File: src/rtl/unidad_riesgos_pkg.sv
// Shared types and constants for the hazard unit.
// Select encoding: 0 = register file, stage k = k+1.
package unidad_riesgos_pkg;

    localparam int CORTO_NONE = 0;

    typedef enum logic {
        IDLE  = 1'b0,
        STALL = 1'b1
    } estado_t;

    function automatic int sel_width(input int n_fwd);
        return $clog2(n_fwd + 1);
    endfunction

    function automatic int corto_stage(input int k);
        return k + 1;
    endfunction

endpackage

File: src/rtl/unidad_riesgos_comparador_corto.sv
// Per-operand priority encoder: picks the youngest
// candidate stage that writes the source register.
module comparador_corto
    import unidad_riesgos_pkg::*;
#(
    parameter int REG_ADDR_W = 5,
    parameter int N_FWD      = 2,
    parameter int SEL_W      = sel_width(N_FWD)
) (
    input  logic [REG_ADDR_W-1:0]       src,
    input  logic [N_FWD*REG_ADDR_W-1:0] cand_rd,
    input  logic [N_FWD-1:0]            cand_wr,
    output logic [SEL_W-1:0]            sel
);

    // scan oldest to youngest so the youngest match is the last one written
    always_comb begin
        sel = SEL_W'(CORTO_NONE);
        for (int k = N_FWD - 1; k >= 0; k--) begin
            if (cand_wr[k]
                && cand_rd[k*REG_ADDR_W +: REG_ADDR_W] != '0
                && cand_rd[k*REG_ADDR_W +: REG_ADDR_W] == src) begin
                sel = SEL_W'(corto_stage(k));
            end
        end
    end

endmodule

File: src/rtl/unidad_riesgos.sv
// Hazard unit: registered forwarding selects for EX
// and counter-driven load-use stall control.
module unidad_riesgos
    import unidad_riesgos_pkg::*;
#(
    parameter  int REG_ADDR_W = 5,
    parameter  int N_SRC      = 2,
    parameter  int N_FWD      = 2,
    parameter  int LOAD_STG   = 1,
    localparam int SEL_W      = sel_width(N_FWD)
) (
    input  logic                        i_clk,
    input  logic                        i_rst_n,
    input  logic [N_SRC*REG_ADDR_W-1:0] i_src_ID,
    input  logic [N_SRC-1:0]            i_src_used_ID,
    input  logic [REG_ADDR_W-1:0]       i_rd_EX,
    input  logic                        i_write_reg_EX,
    input  logic                        i_mem_read_EX,
    input  logic [N_FWD*REG_ADDR_W-1:0] i_rd_stg,
    input  logic [N_FWD-1:0]            i_write_reg_stg,
    input  logic                        i_freeze,
    input  logic                        i_flush,
    output logic [N_SRC*SEL_W-1:0]      o_corto,
    output logic                        o_stall
);

    localparam int CNT_W = (LOAD_STG > 1) ? $clog2(LOAD_STG + 1) : 1;

    logic [N_FWD*REG_ADDR_W-1:0] cand_rd;
    logic [N_FWD-1:0]            cand_wr;
    logic [N_SRC*SEL_W-1:0]      sel_next;
    logic [N_SRC*SEL_W-1:0]      corto_q;
    logic                        hit;
    logic                        det;
    logic                        stall;
    estado_t                     state_q;
    estado_t                     state_n;
    logic [CNT_W-1:0]            cnt_q;
    logic [CNT_W-1:0]            cnt_n;
    logic                        unused_oldest;

    // Next-cycle producers: EX moves to stage 0, stage k-1 moves to k.
    // The current oldest stage retires and is never a candidate.
    if (N_FWD > 1) begin : g_cand
        assign cand_rd = {i_rd_stg[(N_FWD-1)*REG_ADDR_W-1:0], i_rd_EX};
        assign cand_wr = {i_write_reg_stg[N_FWD-2:0], i_write_reg_EX};
    end else begin : g_cand1
        assign cand_rd = i_rd_EX;
        assign cand_wr = i_write_reg_EX;
    end

    assign unused_oldest = ^{i_rd_stg[(N_FWD-1)*REG_ADDR_W +: REG_ADDR_W],
                             i_write_reg_stg[N_FWD-1]};

    for (genvar j = 0; j < N_SRC; j++) begin : g_op
        comparador_corto #(
            .REG_ADDR_W (REG_ADDR_W),
            .N_FWD      (N_FWD),
            .SEL_W      (SEL_W)
        ) u_cmp (
            .src     (i_src_ID[j*REG_ADDR_W +: REG_ADDR_W]),
            .cand_rd (cand_rd),
            .cand_wr (cand_wr),
            .sel     (sel_next[j*SEL_W +: SEL_W])
        );
    end

    // any operand actually read by ID matches the EX load destination
    always_comb begin
        hit = 1'b0;
        for (int j = 0; j < N_SRC; j++) begin
            if (i_src_used_ID[j]
                && i_src_ID[j*REG_ADDR_W +: REG_ADDR_W] == i_rd_EX) begin
                hit = 1'b1;
            end
        end
    end

    assign det = i_mem_read_EX & i_write_reg_EX & (i_rd_EX != '0) & hit;

    // stall FSM state and remaining-cycle counter
    always_ff @(posedge i_clk or negedge i_rst_n) begin
        if (!i_rst_n) begin
            state_q <= IDLE;
            cnt_q   <= '0;
        end else begin
            state_q <= state_n;
            cnt_q   <= cnt_n;
        end
    end

    // next state: long loads keep the stall going for LOAD_STG cycles
    always_comb begin
        state_n = state_q;
        cnt_n   = cnt_q;
        unique case (state_q)
            IDLE: begin
                if (det && !i_flush && !i_freeze && LOAD_STG > 1) begin
                    state_n = STALL;
                    cnt_n   = CNT_W'(LOAD_STG - 1);
                end
            end
            STALL: begin
                if (i_flush) begin
                    state_n = IDLE;
                    cnt_n   = '0;
                end else if (!i_freeze) begin
                    if (cnt_q == CNT_W'(1)) begin
                        state_n = IDLE;
                        cnt_n   = '0;
                    end else begin
                        cnt_n = cnt_q - CNT_W'(1);
                    end
                end
            end
        endcase
    end

    // stall output: hazard-driven in IDLE, held high in STALL
    always_comb begin
        stall = 1'b0;
        unique case (state_q)
            IDLE:  stall = det & ~i_flush;
            STALL: stall = 1'b1;
        endcase
    end

    // EX selects: bubble clears, freeze holds, otherwise take ID result
    always_ff @(posedge i_clk or negedge i_rst_n) begin
        if (!i_rst_n) begin
            corto_q <= '0;
        end else if (i_flush || stall) begin
            corto_q <= '0;
        end else if (!i_freeze) begin
            corto_q <= sel_next;
        end
    end

    assign o_corto = corto_q;
    assign o_stall = stall;

endmodule

File: config.mk
export PLATFORM = sky130hd
export DESIGN_NAME = unidad_riesgos
export DESIGN_NICKNAME = d
export VERILOG_FILES = /design/src/rtl/unidad_riesgos_pkg.sv /design/src/rtl/unidad_riesgos_comparador_corto.sv /design/src/rtl/unidad_riesgos.sv
export SDC_FILE = /design/constraint.sdc
export NUM_CORES = 1
export LEC_CHECK = 0
export CORE_MARGIN = 5
export CORE_UTILIZATION = 38
export CTS_BUF_LIST = sky130_fd_sc_hd__clkbuf_4 sky130_fd_sc_hd__clkbuf_8
export CTS_CLUSTER_DIAMETER = 60
export DETAILED_ROUTE_END_ITERATION = 10
export PLACE_DENSITY = 0.94
export SYNTH_ARGS = -nofsm -noshare
export SYNTH_HDL_FRONTEND = slang
export SYNTH_SLANG_ARGS = --single-unit
File: constraint.sdc
create_clock -name i_clk -period 2.5 [get_ports i_clk]
set_input_delay 0.25 -clock i_clk [delete_from_list [all_inputs] [get_ports i_clk]]
set_output_delay 0.25 -clock i_clk [all_outputs]
set_load 0.005 [all_outputs]
==> results of run 1 <==
cells in the final DEF, fill, tap and decap left out, drive strengths merged, types with 4 or more instances in the layout:
| master | instances |
|---|---|
| or4 | 4 |
| dfrtp | 6 |
| buf | 12 |
| nand2 | 4 |
| xnor2 | 4 |
| clkdlybuf4s50 | 30 |
| xor2 | 16 |
Yosys cell counts:
| cell | count | share of area (%) |
|---|---|---|
| a211oi_1 | 1 | 1.3 |
| a21o_1 | 1 | 1.3 |
| a21oi_1 | 1 | 0.87 |
| a221oi_1 | 1 | 1.5 |
| a221oi_2 | 1 | 2.6 |
| and4_4 | 1 | 2.0 |
| clkbuf_1 | 1 | 0.65 |
| dfrtp_1 | 6 | 26 |
| inv_1 | 3 | 2.0 |
| mux2i_1 | 1 | 1.7 |
| nand2_1 | 4 | 2.6 |
| nand3_1 | 1 | 0.87 |
| nand4_1 | 1 | 1.1 |
| nor2_1 | 2 | 1.3 |
| nor2b_1 | 1 | 1.1 |
| nor3_1 | 2 | 1.7 |
| nor3b_1 | 1 | 1.3 |
| nor4_1 | 3 | 3.3 |
| o2111ai_1 | 1 | 1.5 |
| o211a_1 | 1 | 1.7 |
| o211ai_1 | 1 | 1.3 |
| o21a_1 | 1 | 1.3 |
| o21ai_0 | 1 | 0.87 |
| o22ai_1 | 1 | 1.1 |
| o31a_1 | 1 | 1.5 |
| or4_1 | 2 | 2.6 |
| or4_4 | 2 | 3.9 |
| xnor2_1 | 4 | 6.1 |
| xor2_1 | 16 | 24 |
power groups by stage:
stage	combinational (mW)	sequential, mW	clock [mW]
after global routing	0.127	0.0980	0.0991
final	0.119	0.0982	0.0906
after global placement	0.112	0.0995	0
after floorplan	0.0355	0.0996	0
after detailed placement	0.116	0.0996	0
after CTS	0.118	0.0982	0.0912
final timing paths:
| path | cells past startpoint | slack (ps) | from | end |
|---|---|---|---|---|
| min | 1 | 240 | i_rst_n | o_corto[0]$_DFFE_PN0P_ |
| min reg2reg | 2 | 550 | o_corto[3]$_DFFE_PN0P_ | o_corto[3]$_DFFE_PN0P_ |
| min in group i_clk | 2 | 550 | o_corto[3]$_DFFE_PN0P_ | o_corto[3]$_DFFE_PN0P_ |
| max | 6 | 80 | i_rd_EX[0] | o_stall |
| max in group asynchronous | 1 | 2040 | i_rst_n | o_corto[1]$_DFFE_PN0P_ |
| max reg2reg | 3 | 1510 | state_q$_DFF_PN0_ | cnt_q$_DFFE_PN0P_ |
state kept, by name, indices dropped and copies added (netlist names):
signal,count
state_q,1
o_corto,4
cnt_q,1
layer usage:
metal	vias to the layer above	track usage (%)
li1	329	-
met1	302	14.4
met2	43	29.8
met3	8	3.98
met4	0	8.52
met5	-	0
cell type report:
class	count	share of cell area, %
Timing Repair Buffer	45	40.6
Multi-Input combinational cell	53	40.1
Sequential cell	6	14.2
Clock buffer	3	2.14
Tap cell	16	1.90
Inverter	3	1.07
cells by family after synthesis:
family / share of synthesized area, %
and+or+nand+nor: 21.8
muxes: 1.75
buffers and inverters: 2.62
xor gates and xnor gates: 30.6
DFF: 26.2
AOI/OAI and AO/OA: 17.0
worst register-to-register path: cells and delay by family, from the launching register on:
family	cells	cell delay (ps)
AO/OA/AOI/OAI	2	180
flip-flops	1	490
AND/OR/NAND/NOR	1	240
timing repair:
action                                 in CTS  in global routing
setup endpoints to repair                   1                  1
pin swaps                                   0                  4
gates resized for setup                     3                  4
endpoints found under the hold margin       0                  0
through the flow:
step,TNS [ps],worst slack [ps],hold WS [ps]
floorplan,0,553,-45.6
global placement,-30.7,-30.7,504
detailed placement,-116,-85.8,510
CTS,0,38.1,252
global route,0,12.6,277
finish,0,82.4,239
==> impl_results.md, run 1 <==
- Placed cell count: 123
- Total GRT Usage: between 10% and 20%
- Nets: 147
- Number of post-CTS setup repair buffers: 0
- P_sw: 0.0836 mW
- Fill cell count: ~120
- Drt wl/cell: roughly 15 µm
- Pre-antenna DRT Iters: 4
- CP arrival: approximately 2200 ps
- Worst setup SP type: input pin
- Via count: 682
- Net Sw Frac: 27.2%
- Die X: 48.8 µm
- Critical path cell sequence: clkdlybuf4s50_1 -> or4_4 -> o21ai_1 -> a211oi_2 -> a21o_1 -> clkdlybuf4s50_1
- Largest net degree at the start of global routing: 9
- Worst Setup End Kind: primary output
- CP max stage cell: or4_4
- Maximum capacitance violations: 0
- Core box area: around 0.0015 mm²
- Num CTS Buffers: 3
- Peak supply drop: approximately 0.00017 V
- Clock sink count: 6
- Area delta synth->final: 84.1%
- Synthesized area per cell: between 9 and 10 µm²
- Sequential-to-total area share from yosys stat: 26.2%
- Yosys warns: 0
- PwrDens: between 200 and 300 mW/mm²
- Final core utilization: 71.7%
- Global placer's final weighted congestion: 0.769
- Post-synthesis register bit count: 6
- Delay-heaviest family, CP: buffers and inverters
- Seq pwr share: 31.9%
- CTS clock-pin slew for the worst setup and hold paths: roughly 50 ps
- Number of vias per cell: 5.41
- CP Buf/Inv Count: 2
- Drt drc: 0
- Most used cell, CP: clkdlybuf4s50_1
- Max Clk Rate: 414 MHz
- Initial DRC count: 9
- CTS tree: built
- Multi-input logic area: 423 µm²
- Metal-1 WL: 668 µm
- Clock power frac: 29.5%
- Vias in the first global route: around 730
- Clk buf depth: 2
- Worst clock skew: 4.29 ps
- Post-DP HPWL: 1620 µm
- Post-DP Area: 0.00101 mm²
- Antenna violations before repair: 0
- Max-slew violations: 0
- Power share of the combinational group: between 30% and 40%
- Placement Rows: 14
- Die ar.: 0.00238 mm²
- Remaining global-route overflow: 0
- Final Hold Vio Count: 0
- RSZ-0062 raised after global routing: false
- # diodes: 0
- Internal: 0.224 mW
- # IOs: 40
- Port bufs: 33
- First-pass GRT wire length: 2900 µm
- Status: completed
- Layout cell share with drive strength beyond 1: 20.0%
- Routed WL: 1880 µm
- LEAKAGE: around 0.47 nW
- Mapped cell area: 573 µm²
- Final instance area: approximately 0.0011 mm²
- WL met2: 957 µm
- Met3 wire length: approximately 190 µm
- Clock Latency Late Sink: 250 ps
- Netlist cell types: 29
- Total power: 0.307 mW
- Period utilization: between 90% and 100%
- Synth Instances: 63
- Slew margin rel.: 81.2%
- CP Data Required Time: between 2000 and 2500 ps
- Worst Max-Slew Pin Slew: between 200 and 300 ps
- Hold Crit Class: input pin to asynchronous set/reset pin
- Reg area: 150 µm²
- Post-Syn Nets: 98
- Post-route non-filler standard cell count: 126
- CTS root buffer: clkbuf_4
- CP Max Fanout: 3
- Critical path's largest stage delay: 560 ps
- Hold_buf cts: 0
- Crit Path Class: input pin to primary output
- H-Tree Level Count: 1
- DR top layer: met4
- Final Critical Period: about 2400 ps
- Endpoints failing setup: 0
- Die height: about 49 µm
- Remaining antenna violation count after routing: 0
- Initial Util: around two fifths
Note: power is estimated with default switching activity, not from simulation.
==> run 2: changes to the inputs <==
--- a/config.mk
+++ b/config.mk
@@ -10,7 +10,7 @@
 export CTS_BUF_LIST = sky130_fd_sc_hd__clkbuf_4 sky130_fd_sc_hd__clkbuf_8
 export CTS_CLUSTER_DIAMETER = 60
 export DETAILED_ROUTE_END_ITERATION = 10
-export PLACE_DENSITY = 0.94
+export PLACE_DENSITY = 0.85
 export SYNTH_ARGS = -nofsm -noshare
 export SYNTH_HDL_FRONTEND = slang
 export SYNTH_SLANG_ARGS = --single-unit
==> run 2 against run 1 <==
  * Non-clock buffer count is 1 higher
  * Clock skew is 3.0 ps lower
  * Fmax hardly changed
  * Largest power group unchanged
  * First-iteration DRC count is 56% lower
  * Highest routed layer unchanged
  * Register-to-register slack hardly changed
  * Critical path type unchanged
  * Core utilization is 0.43 points higher
  * Setup slack hardly changed
  * Combinational power hardly changed
  * Global-route usage is 0.32 points higher
  * Die area stayed put
  * Sequential share of layout area is 0.084 points lower
  * Final cell count is 0.79% higher
==> impl_results.md, run 2 (synthesis results as in run 1) <==
- CP Buf/Inv Count: 2 (unchanged)
- Nets: 148 (was 147)
- Largest net degree at the start of global routing: 9 (unchanged)
- Final instance area: 0.00106 mm² (was 0.00105 mm²)
- Peak supply drop: 0.000180 V (was 0.000171 V)
- Worst Setup End Kind: primary output (unchanged)
- CTS tree: built (unchanged)
- CP max stage cell: clkdlybuf4s50_1 (was or4_4)
- Placement Rows: 14 (unchanged)
- Vias in the first global route: 734 (was 727)
- Total GRT Usage: 15.8% (was 15.5%)
- H-Tree Level Count: 1 (unchanged)
- Die ar.: 0.00238 mm² (unchanged)
- Via count: 677 (was 682)
- Initial Util: 38.9% (unchanged)
- Number of vias per cell: 5.33 (was 5.41)
- Antenna violations before repair: 0 (unchanged)
- Routed WL: 1830 µm (was 1880 µm)
- PwrDens: 290 mW/mm² (was 291 mW/mm²)
- Slew margin rel.: 81.2% (about the same)
- CTS root buffer: clkbuf_4 (unchanged)
- Commonest cells after routing, fill and taps aside: 32 x clkdlybuf4s50_1, 16 x xor2_1, 13 x buf_4, 6 x dfrtp_1 (was 30 x clkdlybuf4s50_1, 16 x xor2_1, 12 x buf_4, 6 x dfrtp_1)
- Clock Latency Late Sink: 240 ps (was 250 ps)
- First-pass GRT wire length: 2960 µm (was 2900 µm)
- LEAKAGE: 0.463 nW (was 0.474 nW)
- Num CTS Buffers: 3 (unchanged)
- Worst setup SP type: input pin (unchanged)
- Worst Max-Slew Pin Slew: 281 ps (was 282 ps)
- Placed cell count: 122 (was 123)
- Critical path's largest stage delay: 490 ps (was 560 ps)
- Maximum capacitance violations: 0 (unchanged)
- CP arrival: 2170 ps (about the same)
- Initial DRC count: 4 (was 9)
- Final Critical Period: 2420 ps (about the same)
- Total power: 0.308 mW (was 0.307 mW)
- Port bufs: 33 (unchanged)
- Layout cell share with drive strength beyond 1: 21.6% (was 20.0%)
- # IOs: 40 (unchanged)
- CP Max Fanout: 2 (was 3)
- Max-slew violations: 0 (unchanged)
- Endpoints failing setup: 0 (unchanged)
- Global placer's final weighted congestion: 0.773 (was 0.769)
- Final TNS setup: 0 ps (unchanged)
- Die height: 48.8 µm (unchanged)
- Drt wl/cell: 14.4 µm (was 14.9 µm)
- CTS clock-pin slew for the worst setup and hold paths: 40 ps (was 50 ps)
- Max Clk Rate: 414 MHz (about the same)
- Post-DP HPWL: 1600 µm (was 1620 µm)
- Hold_buf cts: 0 (unchanged)
- Clock sink count: 6 (unchanged)
- Post-route non-filler standard cell count: 127 (was 126)
- # diodes: 0 (unchanged)
- Status: completed (unchanged)
- Area delta synth->final: 85.2% (was 84.1%)
- Die X: 48.8 µm (unchanged)
- CP Data Required Time: 2250 ps (about the same)
- Core box area: 0.00147 mm² (unchanged)
- Clk buf depth: 2 (unchanged)
- Final Hold Vio Count: 0 (unchanged)
- Delay-heaviest family, CP: buffers and inverters (unchanged)
- Pre-antenna DRT Iters: 4 (unchanged)
- Post-DP Area: 0.00100 mm² (was 0.00101 mm²)
- Period utilization: 96.7% (about the same)
- Hold Crit Class: input pin to asynchronous set/reset pin (unchanged)
- Most used cell, CP: clkdlybuf4s50_1 (unchanged)
- Max reg flops: 4 (unchanged)
- Remaining global-route overflow: 0 (unchanged)
- Remaining antenna violation count after routing: 0 (unchanged)
- Final core utilization: 72.1% (was 71.7%)
- Drt drc: 0 (unchanged)
- Commonest non-fill, non-tap cell in the layout: clkdlybuf4s50_1 (unchanged)
- Critical path cell sequence: clkdlybuf4s50_1 -> xor2_1 -> nor3_2 -> nand4_1 -> a211oi_2 -> a21o_1 -> clkdlybuf4s50_1 (was clkdlybuf4s50_1 -> or4_4 -> o21ai_1 -> a211oi_2 -> a21o_1 -> clkdlybuf4s50_1)
- Worst clock skew: 1.26 ps (was 4.29 ps)
- Crit Path Class: input pin to primary output (unchanged)
run 2: cell count changes in the layout (fill, tap and decap cells not counted), sizes merged:
cell           change
dlymetal6s2s       -2
buf                +1
clkdlybuf4s50      +2
run 2: routing by layer:
layer | wire [µm] | global-route usage [%]
met3 | 142 | 3.06
met5 | 0 | 0
met2 | 896 | 28.0
met4 | 85 | 10.8
met1 | 701 | 16.5
run 2: layout make-up:
type | count | area (µm²)
multi-input combinational | 53 | 427
sequential | 6 | 150
timing repair buffer | 46 | 430
tap | 16 | 20.0
inverter | 3 | 11.3
clock buffer | 3 | 22.5
fill | 125 | 410
run 2: where the power goes:
| group | internal (mW) | switching (mW) |
|---|---|---|
| sequential | 0.0979 | 0.000236 |
| combinational | 0.0725 | 0.0487 |
| clock | 0.0542 | 0.0341 |
| total | 0.225 | 0.0830 |
run 2: per-stage QoR:
stage,hold WS (ps),worst slack (ps)
detailed placement,514,-127
finish,251,82.2
global route,282,-2.59
floorplan,-45.6,553
global placement,504,-60.2
CTS,260,37.6
run 2: path summary, 6_finish.rpt:
path / start / to / slack [ps] / cells after the start
min in group i_clk: o_corto[1]$_DFFE_PN0P_ / o_corto[1]$_DFFE_PN0P_ / 540 / 2
max in group asynchronous: i_rst_n / state_q$_DFF_PN0_ / 2030 / 1
min reg2reg: o_corto[1]$_DFFE_PN0P_ / o_corto[1]$_DFFE_PN0P_ / 540 / 2
max reg2reg: state_q$_DFF_PN0_ / cnt_q$_DFFE_PN0P_ / 1510 / 3
max: i_src_ID[7] / o_stall / 80 / 7
min: i_rst_n / o_corto[3]$_DFFE_PN0P_ / 250 / 1
run 2: timing repair:
item / 4_1_cts / 5_1_grt
buffers inserted: 0 / 2
hold endpoints to repair: 0 / 0
endpoints found under the setup margin: 1 / 1
gates resized for setup: 4 / 2
pin swaps: 0 / 2
